$ cat src/rtl/ibuf_load_ctrl.sv
// ibuf_load_ctrl: task-level sequencer for the index-buffer load path.
// Accepts one load task (base address, group stride, index count, mode, group mask).
// For each enabled PE group, in order, it issues one DDR read command and starts
// ddr2ibuf with that group's PE mask. It then counts index writes to detect the end
// of the group. It also generates the task-level done pulse.
//
// Ports:
//   clk, rst_n          clock, asynchronous active-low reset
//   start/done/busy     task handshake (start ignored while busy)
//   cfg_*               task configuration, latched on an accepted start
//   rd_cmd_*            DDR read-command channel (valid/ready)
//   ib_start, ib_conf_* ddr2ibuf control
//   ib_wr_en            monitored copy of ddr2ibuf idx_wr_en
module ibuf_load_ctrl #(
    parameter int unsigned PE_NUM    = 32,
    parameter int unsigned GRP_NUM   = 4,
    parameter int unsigned DDR_W     = 512,
    parameter int unsigned IDX_W     = 16,
    parameter int unsigned IDX_BATCH = DDR_W / IDX_W / 2,
    parameter int unsigned DADDR_W   = 32
) (
    input  logic               clk,
    input  logic               rst_n,
    input  logic               start,
    output logic               done,
    output logic               busy,
    input  logic [DADDR_W-1:0] cfg_base_addr,
    input  logic [DADDR_W-1:0] cfg_grp_stride,
    input  logic [7:0]         cfg_idx_num,
    input  logic [3:0]         cfg_mode,
    input  logic [GRP_NUM-1:0] cfg_grp_mask,
    output logic [DADDR_W-1:0] rd_cmd_addr,
    output logic [7:0]         rd_cmd_len,
    output logic               rd_cmd_valid,
    input  logic               rd_cmd_ready,
    output logic               ib_start,
    output logic [3:0]         ib_conf_mode,
    output logic [7:0]         ib_conf_idx_num,
    output logic [PE_NUM-1:0]  ib_conf_mask,
    input  logic [PE_NUM-1:0]  ib_wr_en
);

    localparam int unsigned PE_PER_GRP = PE_NUM / GRP_NUM;
    localparam int unsigned GW         = $clog2(GRP_NUM + 1);
    localparam int unsigned MW         = 1 << GW;

    typedef enum logic [2:0] {StIdle, StScan, StCmd, StLoad, StDone} state_e;

    state_e             state_q;
    logic [GW-1:0]      g_q;
    logic [DADDR_W-1:0] ga_q;
    logic [7:0]         wcnt_q;
    logic               ib_start_q;
    logic [DADDR_W-1:0] stride_q;
    logic [7:0]         idx_num_q;
    logic [3:0]         mode_q;
    logic [GRP_NUM-1:0] grp_mask_q;

    logic               wr_hit;
    logic [7:0]         wcnt_inc;
    logic               grp_last;
    logic [8:0]         len_sum;
    logic [7:0]         cmd_len;
    logic [MW-1:0]      mask_ext;
    logic               grp_act;

    // Zero-extended so that indexing with g == GRP_NUM stays in range.
    assign mask_ext = {{(MW - GRP_NUM){1'b0}}, grp_mask_q};
    assign wr_hit   = |ib_wr_en;
    assign wcnt_inc = wcnt_q + 8'(wr_hit);
    // Group completes when the count reaches idx_num, counting a write landing now.
    assign grp_last = (wcnt_inc == idx_num_q) || (wcnt_q == idx_num_q);
    assign len_sum  = {1'b0, idx_num_q} + 9'(IDX_BATCH - 1);
    assign cmd_len  = 8'(len_sum / 9'(IDX_BATCH));

    always_ff @(posedge clk or negedge rst_n) begin
        if (!rst_n) begin
            state_q    <= StIdle;
            g_q        <= '0;
            ga_q       <= '0;
            wcnt_q     <= '0;
            ib_start_q <= 1'b0;
            stride_q   <= '0;
            idx_num_q  <= '0;
            mode_q     <= '0;
            grp_mask_q <= '0;
        end else begin
            ib_start_q <= 1'b0;
            unique case (state_q)
                StIdle: begin
                    if (start) begin
                        stride_q   <= cfg_grp_stride;
                        idx_num_q  <= cfg_idx_num;
                        mode_q     <= cfg_mode;
                        grp_mask_q <= cfg_grp_mask;
                        g_q        <= '0;
                        ga_q       <= cfg_base_addr;
                        state_q    <= (cfg_idx_num == 8'd0) ? StDone : StScan;
                    end
                end
                StScan: begin
                    if (g_q == GW'(GRP_NUM)) begin
                        state_q <= StDone;
                    end else if (mask_ext[g_q]) begin
                        state_q    <= StCmd;
                        ib_start_q <= 1'b1;
                        wcnt_q     <= '0;
                    end else begin
                        g_q  <= g_q + GW'(1);
                        ga_q <= ga_q + stride_q;
                    end
                end
                StCmd: begin
                    wcnt_q <= wcnt_inc;
                    if (rd_cmd_ready) begin
                        state_q <= StLoad;
                    end
                end
                StLoad: begin
                    wcnt_q <= wcnt_inc;
                    if (grp_last) begin
                        g_q     <= g_q + GW'(1);
                        ga_q    <= ga_q + stride_q;
                        state_q <= StScan;
                    end
                end
                StDone: begin
                    state_q <= StIdle;
                end
                default: begin
                    state_q <= StIdle;
                end
            endcase
        end
    end

    // Outputs are decoded from registered state only.
    always_comb begin
        grp_act         = (state_q == StCmd) || (state_q == StLoad);
        busy            = (state_q != StIdle);
        done            = (state_q == StDone);
        rd_cmd_valid    = (state_q == StCmd);
        rd_cmd_addr     = rd_cmd_valid ? ga_q : '0;
        rd_cmd_len      = rd_cmd_valid ? cmd_len : '0;
        ib_start        = ib_start_q;
        ib_conf_mode    = busy ? mode_q : '0;
        ib_conf_idx_num = busy ? idx_num_q : '0;
        ib_conf_mask    = '0;
        for (int i = 0; i < int'(PE_NUM); i++) begin
            ib_conf_mask[i] = grp_act && ((i / int'(PE_PER_GRP)) == int'(g_q));
        end
    end

endmodule
$ cat config.mk
export PLATFORM = sky130hd
export DESIGN_NAME = ibuf_load_ctrl
export DESIGN_NICKNAME = d
export VERILOG_FILES = /design/src/rtl/ibuf_load_ctrl.sv
export SDC_FILE = /design/constraint.sdc
export NUM_CORES = 1
export LEC_CHECK = 0
export ABC_AREA = 1
export BUFFER_PORTS_ARGS = -buffer_cell sky130_fd_sc_hd__buf_2
export CORE_ASPECT_RATIO = 1.2
export CORE_MARGIN = 5
export CORE_UTILIZATION = 54
export CTS_CLUSTER_DIAMETER = 30
export DETAILED_ROUTE_END_ITERATION = 7
export GPL_ROUTABILITY_DRIVEN = 0
export PLACE_DENSITY = 0.81
export SLEW_MARGIN = 15
export SYNTH_ARGS = -nofsm -noshare
export SYNTH_HDL_FRONTEND = slang
export SYNTH_SLANG_ARGS = --single-unit
$ cat constraint.sdc
create_clock -name clk -period 2.65 [get_ports clk]
set_clock_uncertainty 0.2 [all_clocks]
set_input_delay 0.265 -clock clk [delete_from_list [all_inputs] [get_ports clk]]
set_output_delay 0.265 -clock clk [all_outputs]
set_load 0.01 [all_outputs]
After elaboration in Yosys (flattened, before gate mapping)
Cells that the tools add are included.
{ "classes": {"addsub": 4, "muxes": 29, "magnitude_cmp": 1, "n_eq_ne": 17, "n_reduce_logical": 18} }
{ "ops": {"columns": ["op", "n"], "rows": [
  ["$mux W32", 5],
  ["$pmux W32 S3", 1],
  ["$add A32 B32 Y32", 1],
  ["$reduce_or A32 Y1", 1],
  ["$mux W3", 10],
  ["$mux W8", 3],
  ["$eq A8 B8 Y1", 2],
  ["$pmux W8 S2", 1],
  ["$pmux W3 S4", 1],
  ["$ne A2 B2 Y1 const B", 5],
  ["$add A8 B4 Y9 const B", 1],
  ["$pmux W3 S3", 1],
  ["$add A8 B1 Y8", 1],
  ["$logic_not A8 Y1", 1],
  ["$eq A3 B2 Y1 const B", 2],
  ["$eq A3 B3 Y1 const A", 2],
  ["$eq A3 B3 Y1 const B", 2],
  ["$logic_not A3 Y1", 2],
  ["$reduce_bool A3 Y1", 2],
  ["$mux W5", 1],
  ["$reduce_and A5 Y1", 1],
  ["$logic_and A1 B1 Y1", 4],
  ["$lt A3 B4 Y1 const B", 1],
  ["$mux W1", 4],
  ["13 further kinds", 14]
]} }
{ "totals": {"wordCells": 78, "output_inout_bits": 88, "register_bits": 95, "input_bits": 116} }

Logic depth before layout (Yosys ltp)
{ "depth": {"ltp_word": 6, "ltp_mapped": 18, "depth_no_buf": 17} }

Worst setup path before layout
No wires, ideal clock.
{ "synth_timing": {"path_kind": "input to register", "startpoint": "input port ib_wr_en[25]", "endpoint": "register ga_q[31]", "path_slack_ns": 0.012, "setup_ns": 0.116, "path_stages": 18, "required_ns": 2.334, "arrival_time_ns": 2.321, "path_buffers": 2, "cell_sequence": "nor4_1 nand4_1 or2_2 ha_1 ha_1 inv_1 nand2_1 nand2_1 nor2_1 nand3_1 nor2_1 nand3_1 nand2_2 nand2_2 buf_6 buf_6 nand2_1 nand2_1"} }
{ "synth_between": {"elab_chain_cells": 6} }
{ "synth_lines": {"columns": ["item", "line", "text"], "rows": [
  ["from (decl)", "40", "input logic [PE_NUM-1:0] ib_wr_en"],
  ["$reduce_or A32 Y1", "69", "assign wr_hit = |ib_wr_en;"],
  ["$add A8 B1 Y8", "70", "assign wcnt_inc = wcnt_q + 8'(wr_hit);"],
  ["$eq A8 B8 Y1", "72", "assign grp_last = (wcnt_inc == idx_num_q) || (wcnt_q == idx_num_q);"],
  ["$logic_or A1 B1 Y1", "72", null],
  ["$ne A2 B2 Y1 (no source line)", null, null],
  ["$reduce_and A5 Y1 (no source line)", null, null],
  ["to (signal assigned)", "97", "ga_q <= cfg_base_addr;"],
  ["to (signal assigned)", "110", "ga_q <= ga_q + stride_q;"],
  ["to (signal assigned)", "123", "ga_q <= ga_q + stride_q;"],
  ["to (decl)", "51", "logic [DADDR_W-1:0] ga_q;"]
]} }
No other way between the ends.
A chain may end at the register's enable or synchronous reset.

Worst setup path in the final report
{ "layout_timing": {"startpoint": "input port ib_wr_en[9]", "endpoint": "register ga_q[19]"} }
Same word-level chain as after synthesis.

==> out/qor.csv <==
stage,metric,value,unit
setup_path,crit_top_cell,nand2_1,
synthesis,synth_fa_ha_area_share,6.45,%
placement,dp.cells,1598,
cells_and_area,final_cells,1672,
grt,grt-ovfl-total,0,
power,power_density,1380,nW/µm²
detailed_routing,drc,0,
synthesis,synth_cells,1265,
setup_path,crit_chain,"buf_2, nor4_2, nand4_1, or2_4, ha_4, ha_4, inv_2, nand2_2, nand2_1, nor2_1, nand3_1, nor2_1, nand3_1, nand2_2, nand2_8, buf_12, nor2_4, nand2_1, nand2_1",
run_status,violations,negative setup slack,
synthesis,synthSimpleGateAreaFrac,40.2,%
power,sw_frac_of_total,51.9,%
floorplanning,die_h,141,µm
floorplanning,row_count,47,
setup_path,crit_fanout,8,
detailed_routing,vias,8672,
sta,fmax,0.376,GHz
power,p_int,6.64,mW
hold_path,hold_class,primary input to flip-flop,
synthesis,synth_area,7690,µm²
floorplanning,core,13900,µm²
sta,slew_headroom,58.9,%
power,power_switching,7.15,mW
synthesis,yosysMostFrequentCell,nand2_1,
power,ir_drop,645,µV
placement,dp_hpwl,16500,µm
setup_path,crit_path_end_kind,flip-flop,
setup_path,crit_required,2750,ps
synthesis,synth.avg_cell_area,6.08,µm²
synthesis,synthMuxAreaShare,0.260,%
sta,setup_viol,3,
sta,finalHoldViolations,0,
synthesis,synth_warnings,0,
sta,min_period,2660,ps
detailed_routing,final_antenna_net_count,0,
setup_path,crit_path_top_delay_cell,nor4_2,
run_status,outcome,"complete, but fails checks",
clock_network,cts_root_buf,clkbuf_16,
floorplanning,die_area,16700,µm²
synthesis,async_flop_share,100,%
detailed_routing,drtIter0Drc,901,
synthesis,synth_top_family_by_area,simple AND/OR/NAND/NOR gates,
sta,finalCritPeriodShare,100,%
synthesis,synth_ff_type,dfrtp_1,
setup_path,critPathArrivalTime,2760,ps
synthesis,synth_seq_cells,95,
grt,grt_util_all_layers,26.2,%
clock_network,clkLatencyLatePin,360,ps
floorplanning,dieWidth,119,µm
setup_path,cp_slowest_stage_delay,310,ps
grt,grt_pass1_vias,7889,
clock_network,path_clk_slew,70,ps
cells_and_area,diodes,0,
power,p_leak,5.92,nW
cells_and_area,layout-area-overhead-vs-synth,29.8,%
cells_and_area,nNetsFinal,1651,
detailed_routing,drtPass1Iterations,6,
clock_network,htree_levels,3,
sta,slew_violations,0,
placement,portBuffers,200,
power,clkPwrFrac,10.4,%
clock_network,cts_made_buffers,9,
synthesis,synth_common_cells,"507 x nand2_1, 202 x inv_1, 144 x nor2_1",
synthesis,synth_compound_area_share,5.73,%
floorplanning,start_util,55.4,%
synthesis,yosysSeqAreaShare,30.9,%
setup_path,worstSetupPathType,primary input to flip-flop,
clock_network,cts.sinks,95,
job,max-cap-violations,0,
cells_and_area,utilization,71.9,%
clock_network,tritoncts,yes,
synthesis,synth_xor_area_share,1.37,%
sta,layout_setup_ws,-12.1,ps
detailed_routing,vias_per_cell,5.19,
cells_and_area,drive_gt1_share,20.6,%
grt,grt_pass1_wl,36400,µm
grt,antenna_found_initial,1,
sta,rsz0062_at_grt,yes,
power,power.share.sequential,19.9,%
synthesis,ys_types,37,
detailed_routing,routed_wl,24200,µm
floorplanning,io_pins,204,
setup_path,cp-start-kind,primary input,
synthesis,synth_area_leader_cell,dfrtp_1,
power,combPwrFrac,69.7,%
sta,tightestPinTransition,617,ps
synthesis,synth_edf_count,0,
detailed_routing,wl_per_cell,14.5,µm
synthesis,synth_area_leaders,"dfrtp_1 31%, nand2_1 25%, inv_1 9.9%",
synthesis,synth_top_area_share,30.9,%
clock_network,clockBufferDepth,2,
grt,grt_max_degree,63,
## layout make-up
class	count	area, µm²
Multi-Input combinational cell	904	4400
Fill cell	1165	3900
Sequential cell	95	2380
Timing Repair Buffer	278	1870
Inverter	208	793
Clock buffer	11	243
Tap cell	171	214
Clock inverter	5	81.3
## cell usage in the layout (no fill, tap or decap), drive strengths merged
master / n
clkinvlp: 1
mux2i: 2
dlygate4sd3: 49
nand4: 10
nor4: 10
ha: 38
a22oi: 1
nand2: 509
and2: 3
nand3b: 3
o22ai: 5
inv: 206
nor2: 149
o21ai: 50
xnor2: 7
a21o: 2
or2: 6
buf: 224
bufinv: 2
o21bai: 1
fa: 1
nand3: 67
clkinv: 4
dfrtp: 95
clkbuf: 16
conb: 3
nor3: 9
a21oi: 21
a31oi: 2
xor2: 5
## final timing paths
kind	startpoint	to	slack, ps	cells past startpoint
worst max register to register	ga_q[0]	ga_q[16]	70	14
min in group asynchronous	rst_n	wcnt_q[2]	240	2
max in group asynchronous	rst_n	grp_mask_q[3]	1320	3
worst max-delay path	ib_wr_en[9]	ga_q[19]	-10	19
worst min-delay path	cfg_base_addr[6]	ga_q[6]	10	3
worst min register to register	grp_mask_q[0]	grp_mask_q[0]	280	2
## logic make-up after synthesis
kind of cell / after synthesis
AND/OR/NAND/NOR: 766
buffers and inverters: 268
flip-flops: 95
AO/OA/AOI/OAI: 82
adder cells (fa/ha/maj): 39
XOR/XNOR: 12
multiplexers: 2
other: 1
## worst max-delay path: cells and delay by family
family / cells / cell delay [ps]
simple gates: 14 / 1700
fa+ha+maj: 2 / 460
buf+inv: 3 / 340
## stage by stage
step           setup TNS (ps)  cell area, µm²  worst slack, ps  hold WS, ps  power, mW
6_report                -17.2            9980            -12.1         11.7       13.8
5_1_grt                 -4260            9980             -171         21.2       15.0
4_1_cts                     0            9520             8.71         10.6       12.3
3_5_place_dp           -11340            8710             -368         77.8       10.8
3_3_place_gp            -8860            8710             -258         68.9       10.5
2_1_floorplan               0            7690             12.5         -231       8.77
## metal layers
layer | vias up | track usage, % | part of all wire [%]
met5 | - | 0 | 0.050
met4 | 2 | 10.1 | 4.2
met3 | 90 | 4.21 | 6.1
met2 | 385 | 46.3 | 49
met1 | 3911 | 32.0 | 41
li1 | 4284 | - | -
## repair_timing
action / 4_1_cts / 5_1_grt
gates resized for setup: 0 / 81
setup endpoints to repair: 0 / 37
buffers inserted: 0 / 1
hold buffers: 49 / 0
hold endpoints to repair: 83 / 0
## power groups by stage
stage | sequential (mW) | clock (mW) | combinational [mW]
global placement | 2.70 | 0 | 7.84
detailed placement | 2.73 | 0 | 8.05
global route | 2.82 | 1.52 | 10.7
floorplan | 2.55 | 0 | 6.23
CTS | 2.71 | 1.46 | 8.17
finish | 2.75 | 1.44 | 9.61
## sequential cells by signal, indices dropped and copies added (netlist names)
name	cells
g_q	3
ga_q	32
grp_mask_q	4
ib_start	1
idx_num_q	8
mode_q	4
state_q	3
stride_q	32
wcnt_q	8
Note: power is estimated with default switching activity, not from simulation.
